**src/rtl/fp_argmin_search_pkg.sv**
```systemverilog
// rtl/fp_argmin_search_pkg.sv - shared state encoding and fixed-point format helpers
package fp_argmin_search_pkg;

    typedef enum logic [1:0] {
        ST_IDLE   = 2'd0,
        ST_SEARCH = 2'd1,
        ST_DONE   = 2'd2
    } state_t;

    localparam int FP_N_DEFAULT = 32;
    localparam int FP_Q_DEFAULT = 16;

    function automatic int sign_bit(input int n);
        return n - 1;
    endfunction

endpackage

```
**src/rtl/fp_argmin_search_fplessthan.sv**
```systemverilog
// rtl/fp_argmin_search_fplessthan.sv - combinational sign-magnitude a < b compare
module fplessthan
    import fp_argmin_search_pkg::*;
#(
    parameter int Q = FP_Q_DEFAULT,
    parameter int N = FP_N_DEFAULT
) (
    input  logic [N-1:0] a,
    input  logic [N-1:0] b,
    output logic         c
);

    localparam int SB = sign_bit(N);

    logic [SB-1:0] ma;
    logic [SB-1:0] mb;
    logic          neg_a;
    logic          neg_b;
    logic          mag_lt;
    logic          mag_gt;

    assign ma = a[SB-1:0];
    assign mb = b[SB-1:0];

    // A zero magnitude counts as non-negative so +0 and -0 compare equal.
    assign neg_a = a[SB] && (ma != '0);
    assign neg_b = b[SB] && (mb != '0);

    // Integer part first, then fraction; equivalent to a plain magnitude compare.
    assign mag_lt = (ma[SB-1:Q] < mb[SB-1:Q]) ||
                    ((ma[SB-1:Q] == mb[SB-1:Q]) && (ma[Q-1:0] < mb[Q-1:0]));
    assign mag_gt = (mb[SB-1:Q] < ma[SB-1:Q]) ||
                    ((mb[SB-1:Q] == ma[SB-1:Q]) && (mb[Q-1:0] < ma[Q-1:0]));

    always_comb begin
        if (neg_a != neg_b) begin
            c = neg_a;
        end else if (neg_a) begin
            c = mag_gt;
        end else begin
            c = mag_lt;
        end
    end

endmodule

```
**src/rtl/fp_argmin_search.sv**
```systemverilog
// rtl/fp_argmin_search.sv - streaming minimum value and first-index finder
module fp_argmin_search
    import fp_argmin_search_pkg::*;
#(
    parameter int Q    = FP_Q_DEFAULT,
    parameter int N    = FP_N_DEFAULT,
    parameter int IDXW = 8
) (
    input  logic            clk,
    input  logic            rst_n,
    input  logic            start,
    input  logic            in_valid,
    input  logic [N-1:0]    in_data,
    input  logic            in_last,
    output logic            in_ready,
    output logic            busy,
    output logic            out_valid,
    output logic [N-1:0]    out_min,
    output logic [IDXW-1:0] out_idx,
    output logic            out_ovf,
    input  logic            out_ready
);

    state_t          state;
    state_t          state_nxt;
    logic [IDXW-1:0] count;
    logic            cnt_full;
    logic            have_min;
    logic            ovf;
    logic [N-1:0]    min_q;
    logic [IDXW-1:0] idx_q;
    logic            lt;
    logic            accept;

    fplessthan #(.Q(Q), .N(N)) u_cmp (
        .a (in_data),
        .b (min_q),
        .c (lt)
    );

    assign accept = (state == ST_SEARCH) && in_valid;

    always_comb begin
        state_nxt = state;
        in_ready  = 1'b0;
        busy      = 1'b0;
        out_valid = 1'b0;
        case (state)
            ST_IDLE: begin
                if (start) state_nxt = ST_SEARCH;
            end
            ST_SEARCH: begin
                in_ready = 1'b1;
                busy     = 1'b1;
                if (accept && in_last) state_nxt = ST_DONE;
            end
            ST_DONE: begin
                busy      = 1'b1;
                out_valid = 1'b1;
                if (out_ready) state_nxt = ST_IDLE;
            end
            default: state_nxt = ST_IDLE;
        endcase
    end

    // cnt_full marks that the beat at the all-ones index was taken, so the next beat overflows.
    always_ff @(posedge clk or negedge rst_n) begin
        if (!rst_n) begin
            state    <= ST_IDLE;
            count    <= '0;
            cnt_full <= 1'b0;
            have_min <= 1'b0;
            ovf      <= 1'b0;
            min_q    <= '0;
            idx_q    <= '0;
        end else begin
            state <= state_nxt;
            if (state == ST_IDLE && start) begin
                count    <= '0;
                cnt_full <= 1'b0;
                have_min <= 1'b0;
                ovf      <= 1'b0;
            end
            if (accept) begin
                if (!have_min || lt) begin
                    min_q    <= in_data;
                    idx_q    <= count;
                    have_min <= 1'b1;
                end
                if (count == {IDXW{1'b1}}) begin
                    if (cnt_full) ovf <= 1'b1;
                    cnt_full <= 1'b1;
                end else begin
                    count <= count + 1'b1;
                end
            end
        end
    end

    assign out_min = min_q;
    assign out_idx = idx_q;
    assign out_ovf = ovf;

endmodule

```
**config.mk**
```make
export PLATFORM = sky130hd
export DESIGN_NAME = fp_argmin_search
export DESIGN_NICKNAME = d
export VERILOG_FILES = /design/src/rtl/fp_argmin_search_pkg.sv /design/src/rtl/fp_argmin_search_fplessthan.sv /design/src/rtl/fp_argmin_search.sv
export SDC_FILE = /design/constraint.sdc
export NUM_CORES = 1
export LEC_CHECK = 0
export CORE_MARGIN = 3
export CORE_UTILIZATION = 25
export CTS_BUF_LIST = sky130_fd_sc_hd__clkbuf_8
export DETAILED_ROUTE_END_ITERATION = 6
export PLACE_DENSITY = 0.44
export SLEW_MARGIN = 20
export SYNTH_ARGS = -nofsm -noshare
export SYNTH_HDL_FRONTEND = slang
export SYNTH_SLANG_ARGS = --single-unit
```
**constraint.sdc**
```tcl
create_clock -name clk -period 6.23 [get_ports clk]
set_input_delay 1.246 -clock clk [delete_from_list [all_inputs] [get_ports clk]]
set_output_delay 1.246 -clock clk [all_outputs]
set_load 0.01 [all_outputs]
```
# [Word level (Yosys, flattened, before mapping)]
# Index checks and enable logic that the tools add are counted.
[totals] ff_bits=53 out_inout_bits=44 word_cells=60
[op_classes] n_addsub=1 n_lt_le_gt_ge=4 eq_ne=9 n_mux=22 reduce_logical=17
[op_table] op="nonzero test 31 bit" n=2
[op_table] op="less-than comparator 16 bit" n=2
[op_table] op="== test 15 bit" n=2
[op_table] op="less-than comparator 15 bit" n=2
[op_table] op="2-to-1 mux 8 bit" n=3
[op_table] op="2-to-1 mux 1 bit" n=15
[op_table] op="adder 8 x 1 -> 8 bit, second input constant" n=1
[op_table] op="== test 8 bit, second input constant" n=1
[op_table] op="logical AND 1 bit" n=7
[op_table] op="2-to-1 mux 2 bit" n=3
[op_table] op="case mux 2 bit (3 select lines)" n=1
[op_table] op="!= test 2 bit, second input constant" n=2
[op_table] op="logical OR 1 bit" n=3
[op_table] op="AND reduction 3 bit" n=1
[op_table] op="== test 2 x 1 -> 1 bit, second input constant" n=1
[op_table] op="== test 2 bit, second input constant" n=1
[op_table] op="zero test 2 bit" n=1
[op_table] op="!= test 2 x 1 -> 1 bit, second input constant" n=1
[op_table] op="AND reduction 2 bit" n=1
[op_table] op="OR reduction 2 bit" n=1
[op_table] op="zero test 1 bit" n=1
[op_table] op="!= test 1 bit" n=1

# [Depth between registers and ports, before layout]
# Gate-level depths: netlist (run 1).
[depth] word_depth=8 depth_mapped=10 depth_no_buf=9

# [Hierarchy]
# From an unflattened synthesis (run 1), not the netlist that was laid out.
[unflattened] hier_cells=299 hier_area_um2=3194.3
[modules_own_cells] mod="fp_argmin_search" instances=1 cells_per_inst=161 area_per_inst_um2=2222.1 seq_area_each_um2=1326.3
[modules_own_cells] mod="fplessthan" instances=1 cells_per_inst=138 area_per_inst_um2=972.2 seq_area_each_um2=0.0

# [Worst setup path before layout (run 1)]
# Ideal clock, no wire load.
[synth_timing] kind="input to register" startpoint="input port in_data[14]" endpoint="register min_q[0] (netlist: out_min[0])" arrival_time_ps=3234 t_required_ps=6105 path_slack_ps=2871 path_stages=10 path_cell_list="inv_1 -> ha_1 -> a21oi_1 -> nand2_1 -> a221oi_1 -> nor3b_2 -> o221ai_1 -> nor3_4 -> buf_6 -> mux2_2"
[synth_via] elab_chain_cells=7 word_cells_on_any_way=13 cone_classes="order compare (2); eq/ne (1); mux (2); reduce/logical (8)"
[synth_rtl] item="start: declaration" line="fp_argmin_search.sv:13" rtl="input logic [N-1:0] in_data,"
[synth_rtl] item="less-than comparator 16 bit (on tied branches)" line="fp_argmin_search_fplessthan.sv:31, fp_argmin_search_fplessthan.sv:33"
[synth_rtl] item="logical AND 1 bit (on tied branches)" line="fp_argmin_search_fplessthan.sv:31, fp_argmin_search_fplessthan.sv:33"
[synth_rtl] item="logical OR 1 bit (on tied branches)" line="fp_argmin_search_fplessthan.sv:30, fp_argmin_search_fplessthan.sv:32"
[synth_rtl] item="2-to-1 mux 1 bit" line="fp_argmin_search_fplessthan.sv:38" rtl="end else if (neg_a) begin"
[synth_rtl] item="2-to-1 mux 1 bit *" line="fp_argmin_search_fplessthan.sv:36" rtl="if (neg_a != neg_b) begin"
[synth_rtl] item="logical OR 1 bit *" line="fp_argmin_search.sv:85" rtl="if (!have_min || lt) begin"
[synth_rtl] item="AND reduction 2 bit (no line) *"
[synth_rtl] item="end signal: assignment" line="fp_argmin_search.sv:86" rtl="min_q <= in_data;"
[synth_rtl] item="end: declaration" line="fp_argmin_search.sv:30" rtl="logic [N-1:0] min_q;"
# Every way passes the cells marked *; elsewhere a longest branch is shown, timed or not.
# A chain may end at the register's enable or synchronous reset.

# [Worst setup path in the final report (run 1)]
[layout_timing] startpoint="input port in_data[11]" endpoint="register idx_q[2] (netlist: out_idx[2])"
[layout_via] elab_chain_cells=7 word_cells_on_any_way=13 cone_classes="order compare (2); eq/ne (1); mux (2); reduce/logical (8)"
[layout_rtl] item="less-than comparator 16 bit (on tied branches)" line="fp_argmin_search_fplessthan.sv:31, fp_argmin_search_fplessthan.sv:33"
[layout_rtl] item="logical AND 1 bit (on tied branches)" line="fp_argmin_search_fplessthan.sv:31, fp_argmin_search_fplessthan.sv:33"
[layout_rtl] item="logical OR 1 bit (on tied branches)" line="fp_argmin_search_fplessthan.sv:30, fp_argmin_search_fplessthan.sv:32"
[layout_rtl] item="2-to-1 mux 1 bit" line="fp_argmin_search_fplessthan.sv:38"
[layout_rtl] item="2-to-1 mux 1 bit *" line="fp_argmin_search_fplessthan.sv:36"
[layout_rtl] item="logical OR 1 bit *" line="fp_argmin_search.sv:85"
[layout_rtl] item="AND reduction 2 bit (no line) *"
[layout_rtl] item="end signal: assignment" line="fp_argmin_search.sv:87" rtl="idx_q <= count;"
[layout_rtl] item="end: declaration" line="fp_argmin_search.sv:31" rtl="logic [IDXW-1:0] idx_q;"
# Marked as above.

==> results of run 1 <==
[stage by stage]
stage	instances	utilization	instance area (um2)	hold WS [ns]
4_1_cts	549	0.3465	4214	0.4918
3_3_place_gp	543	0.3404	4140	0.4618
2_1_floorplan	296	-	3154	0.4504
3_5_place_dp	543	0.3404	4140	0.4674
5_1_grt	549	0.3465	4214	0.5120
6_report	549	0.3465	4214	0.4869
[final timing paths]
kind,endpoint,slack [ns]
setup / recovery,out_idx[2],1.81
hold / removal,cnt_full,0.49
setup reg to reg,out_idx[2],2.89
hold reg to reg,cnt_full,0.49
max in group asynchronous,out_min[3],4.70
min in group asynchronous,state[1],1.06
[registers in the layout, indices dropped and copies added (netlist names)]
name and cells:
out_idx 8, have_min 1, state 2, cnt_full 1, count 8, out_min 32, out_ovf 1
[Yosys cell counts, drive strengths merged, types with 2 or more instances]
master / count
and2: 2
and3: 3
buf: 4
a211oi: 3
a21oi: 12
nor4: 16
nand2: 18
mux2: 40
ha: 36
nand4: 13
inv: 37
o211ai: 3
nor2: 8
nand3: 8
a21o: 3
nor3: 3
dfrtp: 53
o21ai: 18
a22o: 2
[layer usage]
| layer | vias to the layer above | wire, um | GRT usage |
|---|---|---|---|
| li1 | 1249 | - | - |
| met1 | 1237 | 3723 | 0.1502 |
| met2 | 55 | 3952 | 0.2072 |
| met3 | 8 | 424 | 0.02775 |
| met4 | 0 | 109 | 0.03077 |
| met5 | - | 0 | 0 |
[layout make-up]
cell class / count / area [um2] / share of cell area
clock buffer: 5 / 68.82 / 0.01633
clock inverter: 1 / 5.005 / 0.001188
inverter: 37 / 138.9 / 0.03296
multi-input combinational: 202 / 1644 / 0.3901
sequential: 53 / 1326 / 0.3147
tap: 168 / 210.2 / 0.04988
timing repair buffer: 83 / 820.8 / 0.1948
[placed cells by master (no fill, tap or decap), types with 5 or more instances in the layout]
cell             netlist  final
dfrtp_1               53     53
clkdlybuf4s50_1        0     80
ha_1                  36     36
nor2_1                 8      8
clkbuf_8               0      5
mux2_2                37     37
nand4_1               13     13
o21ai_0               18     18
inv_1                 37     37
nand2_1               18     18
nand3_1                8      8
nor4_1                15     15
a21oi_1               12     12
[power breakdown]
part           leakage (uW)  switching, uW  internal, uW  total (uW)
Combinational       0.00115            388           494         882
Sequential         0.000663            144           473         616
Clock             0.0000399            116          74.5         191
[worst reg2reg max path, cell delays in order, from the launching register on]
cell,delay [ns]
dfrtp_1,0.43
ha_1,0.34
nand4_1,0.22
nor2_1,0.06
a221oi_1,0.23
nor3b_2,0.25
o221ai_1,0.20
nor3_4,0.61
buf_4,0.48
mux2_2,0.40
[kinds of logic (layout without fill, tap and decap cells)]
logic type / count (synthesis) / in the layout
simple gates: 75 / 75
flops: 53 / 53
compound gates: 50 / 50
buf+inv: 41 / 126
mux: 40 / 40
fa+ha+maj: 36 / 36
xor+xnor: 1 / 1
==> results.ini, run 1 <==
[yosys]
ys_seq_area_frac = 0.4205
post-synth-top-area-fraction = 0.4205
synth_top_family_by_area = adder cells
synth_fp_nets = 370
synth_area_leaders = dfrtp_1 42%, ha_1 14%, mux2_2 13%
synth-xor-area-share = 0.002777
ys_types = 36
synth_seq_cells = 53
avgSynthCellArea_um2 = 10.66
synth-edff-count = 0
synth_warnings = 0
synth_ff_type = dfrtp_1
syn_area_um2 = 3154
synth.largest_area_cell = dfrtp_1
synth-async-reset-ratio = 1.000
synth_fa_ha_area_frac = 0.1428
synth-compound-area-share = 0.1008
synthCells = 296
synth_simple_gate_area_frac = 0.1321
synth_mux_area_frac = 0.1428

[route]
num_vias = 2549
wl_um = 8210
first_pass_iters = 4
ant_nets = 0
drc = 0
vias_per_cell = 4.643
drt_iter0_markers = 87
wl_per_cell_um = 14.95

[critical_path]
startpoint = in_data[11]
crit_family = simple AND/OR/NAND/NOR gates
r2r_cells = 9
start_kind = input port
cp-end-kind = register
cp.depth = 11
cp_max_fo = 28
crit_type = input port to register
critical_path.max_stage_delay_ns = 0.61
crit_arrival_ns = 4.61
cp_num_buf_inv = 3
path_cells = clkdlybuf4s50_1 -> inv_1 -> ha_1 -> nand4_1 -> nor2_1 -> a221oi_1 -> nor3b_2 -> o221ai_1 -> nor3_4 -> buf_4 -> mux2_2
cp_slowest_cell = nor3_4
worstPathRequired_ns = 6.42
reg2reg_from = out_min[11]

[floorplanning]
die_area_um2 = 14000
rows = 40
die_w_um = 118.3
dieHeight_um = 118.3
core_area_um2 = 12160
pin_count = 82
start_util = 0.2594

[placement]
io_buffers = 81
gp_congestion = 0.7977
dp_slack_ns = 1.427
dp_hpwl_um = 6339

[timing]
rsz0062_at_grt = no
worst_pin_slew_ns = 0.7080
finalSetupViolCount = 0
fin_crit_ns = 4.417
fin_crit_sh = 0.7090
finalHoldViolCount = 0
fin_ws_ns = 1.813
fin_setup_tns_ns = 0
slew_headroom = 0.5280
clock-skew-final_ns = 0.01406
drv_slew = 0
max_freq_ghz = 0.2264

[min_path]
min_path_type = register to register
whs_path_depth = 1
worstHoldStart = cnt_full

[power_and_ir_drop]
ir_drop_uv = 167.4
p_leak_uw = 0.001855
power_uw = 1689
powerDensity_nw_per_um2 = 400.9

[cts]
cts_hold_buf = 0
h-tree-depth = 2
clkLatencyLatePin_ns = 0.31
max-clock-path-buffers = 2
cts_tree = yes
ctsResizeCount = 0
root_buffer = clkbuf_8
clock-sinks = 53
cts.clk_slew.worst_paths_ns = 0.10
cts_setup_buffers = 0
numCtsBuffers = 5

[cells_and_area]
antenna_cells = 0
num-nets-final = 456
drive_gt1_frac = 0.1312
fill_cells = 1285
syn_to_final_growth_pct = 33.60

[global_route]
antenna_found_initial = 0
grt_overflow = 0
globalRouteTotalUtil = 0.1198
grt_pass1_wl_um = 13680
grt_max_degree = 54
grt_pass1_vias = 2683

[run]
maxCapViolCount = 0

[status]
status = finished, final reports clean

Power figures use the tool's default switching activity.
==> run 2: changes to the inputs <==
- clock period: 6.23 -> 4.5 ns (I/O delays scaled with it)
==> run 2 against run 1 <==
Core utilization increased by 0.41 points. Cell count increased by 0.55%. Critical endpoint is now out_idx[6]. Critical path depth unchanged. Critical path type unchanged. First-iteration DRC count increased by 24%. Sequential cell count unchanged. Die area unchanged. Sequential power increased by 39%. Clock skew decreased by 0.0068 ns. Sequential share of layout area decreased by 0.37 points.
==> results.ini, run 2 (same netlist as run 1, synthesis figures left out) <==
[status]
status = finished, final reports clean

[cells_and_area]
num-nets-final = 457
largest_register_ffs = 32
drive_gt1_frac = 0.1354
final_cell_mix = 80 x clkdlybuf4s50_1, 53 x dfrtp_1, 38 x inv_1
antenna_cells = 0
layout_commonest_cell = clkdlybuf4s50_1
syn_to_final_growth_pct = 35.18

[floorplanning]
core_area_um2 = 12160
die_w_um = 118.3
rows = 40
pin_count = 82
start_util = 0.2594
die_area_um2 = 14000
dieHeight_um = 118.3

[route]
wl_um = 8312
ant_nets = 0
drc = 0
num_vias = 2571
first_pass_iters = 4
wl_per_cell_um = 15.06
vias_per_cell = 4.658
drt_iter0_markers = 108

[critical_path]
crit_type = input port to register
cp_max_fo = 28
crit_arrival_ns = 3.73
cp_slowest_cell = clkdlybuf4s50_1
worstPathRequired_ns = 4.70
path_cells = clkdlybuf4s50_1 -> inv_1 -> ha_1 -> nand4_1 -> nor2_1 -> a221oi_1 -> nor3b_2 -> o221ai_1 -> nor3_4 -> buf_4 -> mux2_2
critical_path.max_stage_delay_ns = 0.52
start_kind = input port
cp-end-kind = register

[global_route]
antenna_found_initial = 0
grt_pass1_vias = 2711
grt_pass1_wl_um = 13860
globalRouteTotalUtil = 0.1225
grt_max_degree = 54
grt_overflow = 0

[placement]
io_buffers = 81
dp_slack_ns = 0.5948
gp_congestion = 0.7796
dp_hpwl_um = 6349

[cts]
cts_tree = yes
cts_setup_buffers = 0
root_buffer = clkbuf_8
h-tree-depth = 2
max-clock-path-buffers = 2
clkLatencyLatePin_ns = 0.31
ctsResizeCount = 0
cts.clk_slew.worst_paths_ns = 0.10
cts_hold_buf = 0
clock-sinks = 53
numCtsBuffers = 5

[min_path]
min_path_type = register to register

[timing]
rsz0062_at_grt = no
fin_setup_tns_ns = 0
finalSetupViolCount = 0
finalHoldViolCount = 0
slew_headroom = 0.5244
fin_crit_sh = 0.7841
worst_pin_slew_ns = 0.7134
max_freq_ghz = 0.2834
drv_slew = 0
fin_ws_ns = 0.9714
clock-skew-final_ns = 0.007259
fin_crit_ns = 3.529
whs_ns = 0.4882

[power_and_ir_drop]
ir_drop_uv = 234.2
powerDensity_nw_per_um2 = 568.6
p_leak_uw = 0.001883

[run]
maxCapViolCount = 0

## run 2: path summary, 6_finish.rpt
kind	from	to	slack, ns	depth (start not counted)
max	in_data[14]	out_idx[6]	0.97	11
min	cnt_full	cnt_full	0.49	1
max reg2reg	out_min[30]	out_idx[6]	1.68	9
min reg2reg	cnt_full	cnt_full	0.49	1
max in group asynchronous	rst_n	out_min[15]	3.31	2
min in group asynchronous	rst_n	state[1]	0.71	2
## run 2: metal layers
| metal | vias to the layer above | wire, um | GRT usage |
|---|---|---|---|
| li1 | 1254 | - | - |
| met1 | 1251 | 3799 | 0.1548 |
| met2 | 59 | 4004 | 0.2086 |
| met3 | 7 | 439 | 0.03445 |
| met4 | 0 | 68 | 0.02564 |
| met5 | - | 0 | 0 |
## run 2: cell type report
type,count,area (um2)
timing repair buffer,84,828.3
sequential,53,1326
tap,168,210.2
clock inverter,2,33.78
clock buffer,6,82.58
fill,1271,7898
inverter,37,138.9
multi-input combinational,202,1644
## run 2: power by group
part / internal [uW] / total [uW] / switching [uW]
clock network: 180 / 341 / 161
logic: 689 / 1230 / 540
registers: 654 / 855 / 200
total: 1520 / 2420 / 902
## run 2: critical path, delay by kind of cell
kind                     cells  cell delay [ns]
AO/OA/AOI/OAI                2             0.43
adder cells (fa/ha/maj)      1             0.32
buffers and inverters        3             0.97
multiplexers                 1             0.38
AND/OR/NAND/NOR              4             0.71
## run 2: stage by stage
step | instances | instance area, um2 | utilization | power, uW
final | 552 | 4264 | 0.3506 | 2424
after global routing | 552 | 4264 | 0.3506 | 2650
after global placement | 544 | 4148 | 0.3410 | 2096
after floorplan | 296 | 3154 | - | 1538
after CTS | 552 | 4264 | 0.3506 | 2475
after detailed placement | 544 | 4148 | 0.3410 | 2116
==> run 3: changes to the inputs <==
- PLACE_DENSITY: 0.44 -> 0.45
- clock period: 4.5 -> 3.2 ns (I/O delays scaled with it)
==> run 3 against run 2 <==
Design area up 10%. Worst setup slack got worse by 0.91 ns. Sequential share of layout area decreased by 2.9 points. Worst hold slack worse by 0.18 ns. Largest cell class unchanged. Core utilization is 3.6 points higher. Clock power is 21% higher. Combinational power rose by 63%. Routed wire length up 8.1%. Critical path type unchanged. Non-clock buffer count rose by 43.
==> results.ini, run 3 (same netlist as run 1, synthesis figures left out) <==
[cells_and_area]
layout_commonest_cell = clkdlybuf4s50_1
largest_register_ffs = 32
drive_gt1_frac = 0.2342
syn_to_final_growth_pct = 49.03
antenna_cells = 0
final_cell_mix = 79 x clkdlybuf4s50_1, 53 x dfrtp_1, 38 x buf_4
num-nets-final = 500

[route]
first_pass_iters = 4
wl_um = 8985
wl_met3_um = 382
drt_iter0_markers = 88
wl_per_cell_um = 15.10
routed.top_layer = met4
ant_nets = 0
drc = 0
num_vias = 2693
m1WireLength_um = 4198
met2WireLength_um = 4330
vias_per_cell = 4.526

[critical_path]
crit_arrival_ns = 3.35
start_kind = input port
r2r_cells = 10
reg2reg_from = out_min[30]
crit_type = input port to register
cp_max_fo = 7
worstReg2RegEnd = out_min[11]
r2r_slack_ns = 0.44
cp-end-kind = register
worstPathRequired_ns = 3.41

[global_route]
globalRouteTotalUtil = 0.1263
antenna_found_initial = 0
grt_max_degree = 34
grt_pass1_wl_um = 14430
grt_pass1_vias = 2822
grt_overflow = 0

[placement]
dp_slack_ns = -0.2434
io_buffers = 81
gp_congestion = 0.7955
dp_hpwl_um = 6919

[timing]
fin_ws_ns = 0.06109
rsz0062_at_grt = yes
max_freq_ghz = 0.3186
whs_ns = 0.3060
clock-skew-final_ns = 0.01658
worst_pin_slew_ns = 0.7050
finalSetupViolCount = 0
finalHoldViolCount = 0
slew_headroom = 0.5250
fin_crit_sh = 0.9809
drv_slew = 0
fin_crit_ns = 3.139

[cts]
clock-sinks = 53
clkLatencyLatePin_ns = 0.31
numCtsBuffers = 5
h-tree-depth = 2
root_buffer = clkbuf_8
cts.clk_slew.worst_paths_ns = 0.11
max-clock-path-buffers = 2
cts_tree = yes

[floorplanning]
pin_count = 82
dieHeight_um = 118.3
rows = 40
die_w_um = 118.3
start_util = 0.2594
die_area_um2 = 14000
core_area_um2 = 12160

[status]
status = finished, final reports clean

[power_and_ir_drop]
p_leak_uw = 0.002108
powerDensity_nw_per_um2 = 769.1
ir_drop_uv = 326.2

[min_path]
min_path_type = input port to async pin

[run]
maxCapViolCount = 0

## run 3: report_power, final
| part | switching, uW | internal, uW | total [uW] |
|---|---|---|---|
| Clock | 236 | 176 | 413 |
| Combinational | 843 | 1150 | 2000 |
| Sequential | 285 | 920 | 1200 |
| Total | 1360 | 2250 | 3620 |
## run 3: timing repair
item / 4_1_cts / 5_1_grt
resized for setup: 0 / 19
setup endpoints to repair: 0 / 40
setup buffers: 0 / 3
hold buffers: 0 / 0
## run 3: worst max-delay path, stage by stage
cell and delay, ns:
clkdlybuf4s50_1 0.52, inv_1 0.06, ha_1 0.29, nor2b_1 0.12
o211ai_1 0.14, a2111oi_4 0.33, nor3b_2 0.10, o211a_1 0.24
nor3_4 0.24, buf_6 0.18, clkbuf_16 0.15, mux2_2 0.33
## run 3: per-stage QoR
step                std cells  utilization  setup TNS (ns)  power [uW]  cell area, um2
floorplan                 296            -               0        2162            3154
global route              595       0.3865         -0.9269        3923            4701
detailed placement        581       0.3639          -8.975        3089            4425
CTS                       589       0.3718               0        3522            4522
global placement          581       0.3639          -8.201        3042            4425
finish                    595       0.3865               0        3615            4701
## run 3: layer usage
metal,up-vias,global-route usage
met1,1279,0.1612
met3,7,0.03062
met4,0,0.02711
met2,53,0.2165
li1,1354,-
met5,-,0
## run 3: area by class of cell
type	instances	area (um2)
inverters	37	138.9
well taps	168	210.2
multi-input cells	202	1700
clock buffers	6	82.58
flip-flops and latches	53	1326
clock inverters	2	13.76
fillers	1219	7461
repair buffers	127	1229
## run 3: worst max path at each step
stage | from | endpoint | slack (ns)
2_1_floorplan | in_data[14] | out_min[0] | 0.45
5_1_grt | in_data[5] | out_min[9] | -0.05
3_3_place_gp | in_data[14] | out_min[20] | -0.22
6_report | in_data[1] | out_min[11] | 0.06
4_1_cts | in_data[14] | out_min[6] | 0.06
3_5_place_dp | in_data[14] | out_min[11] | -0.24
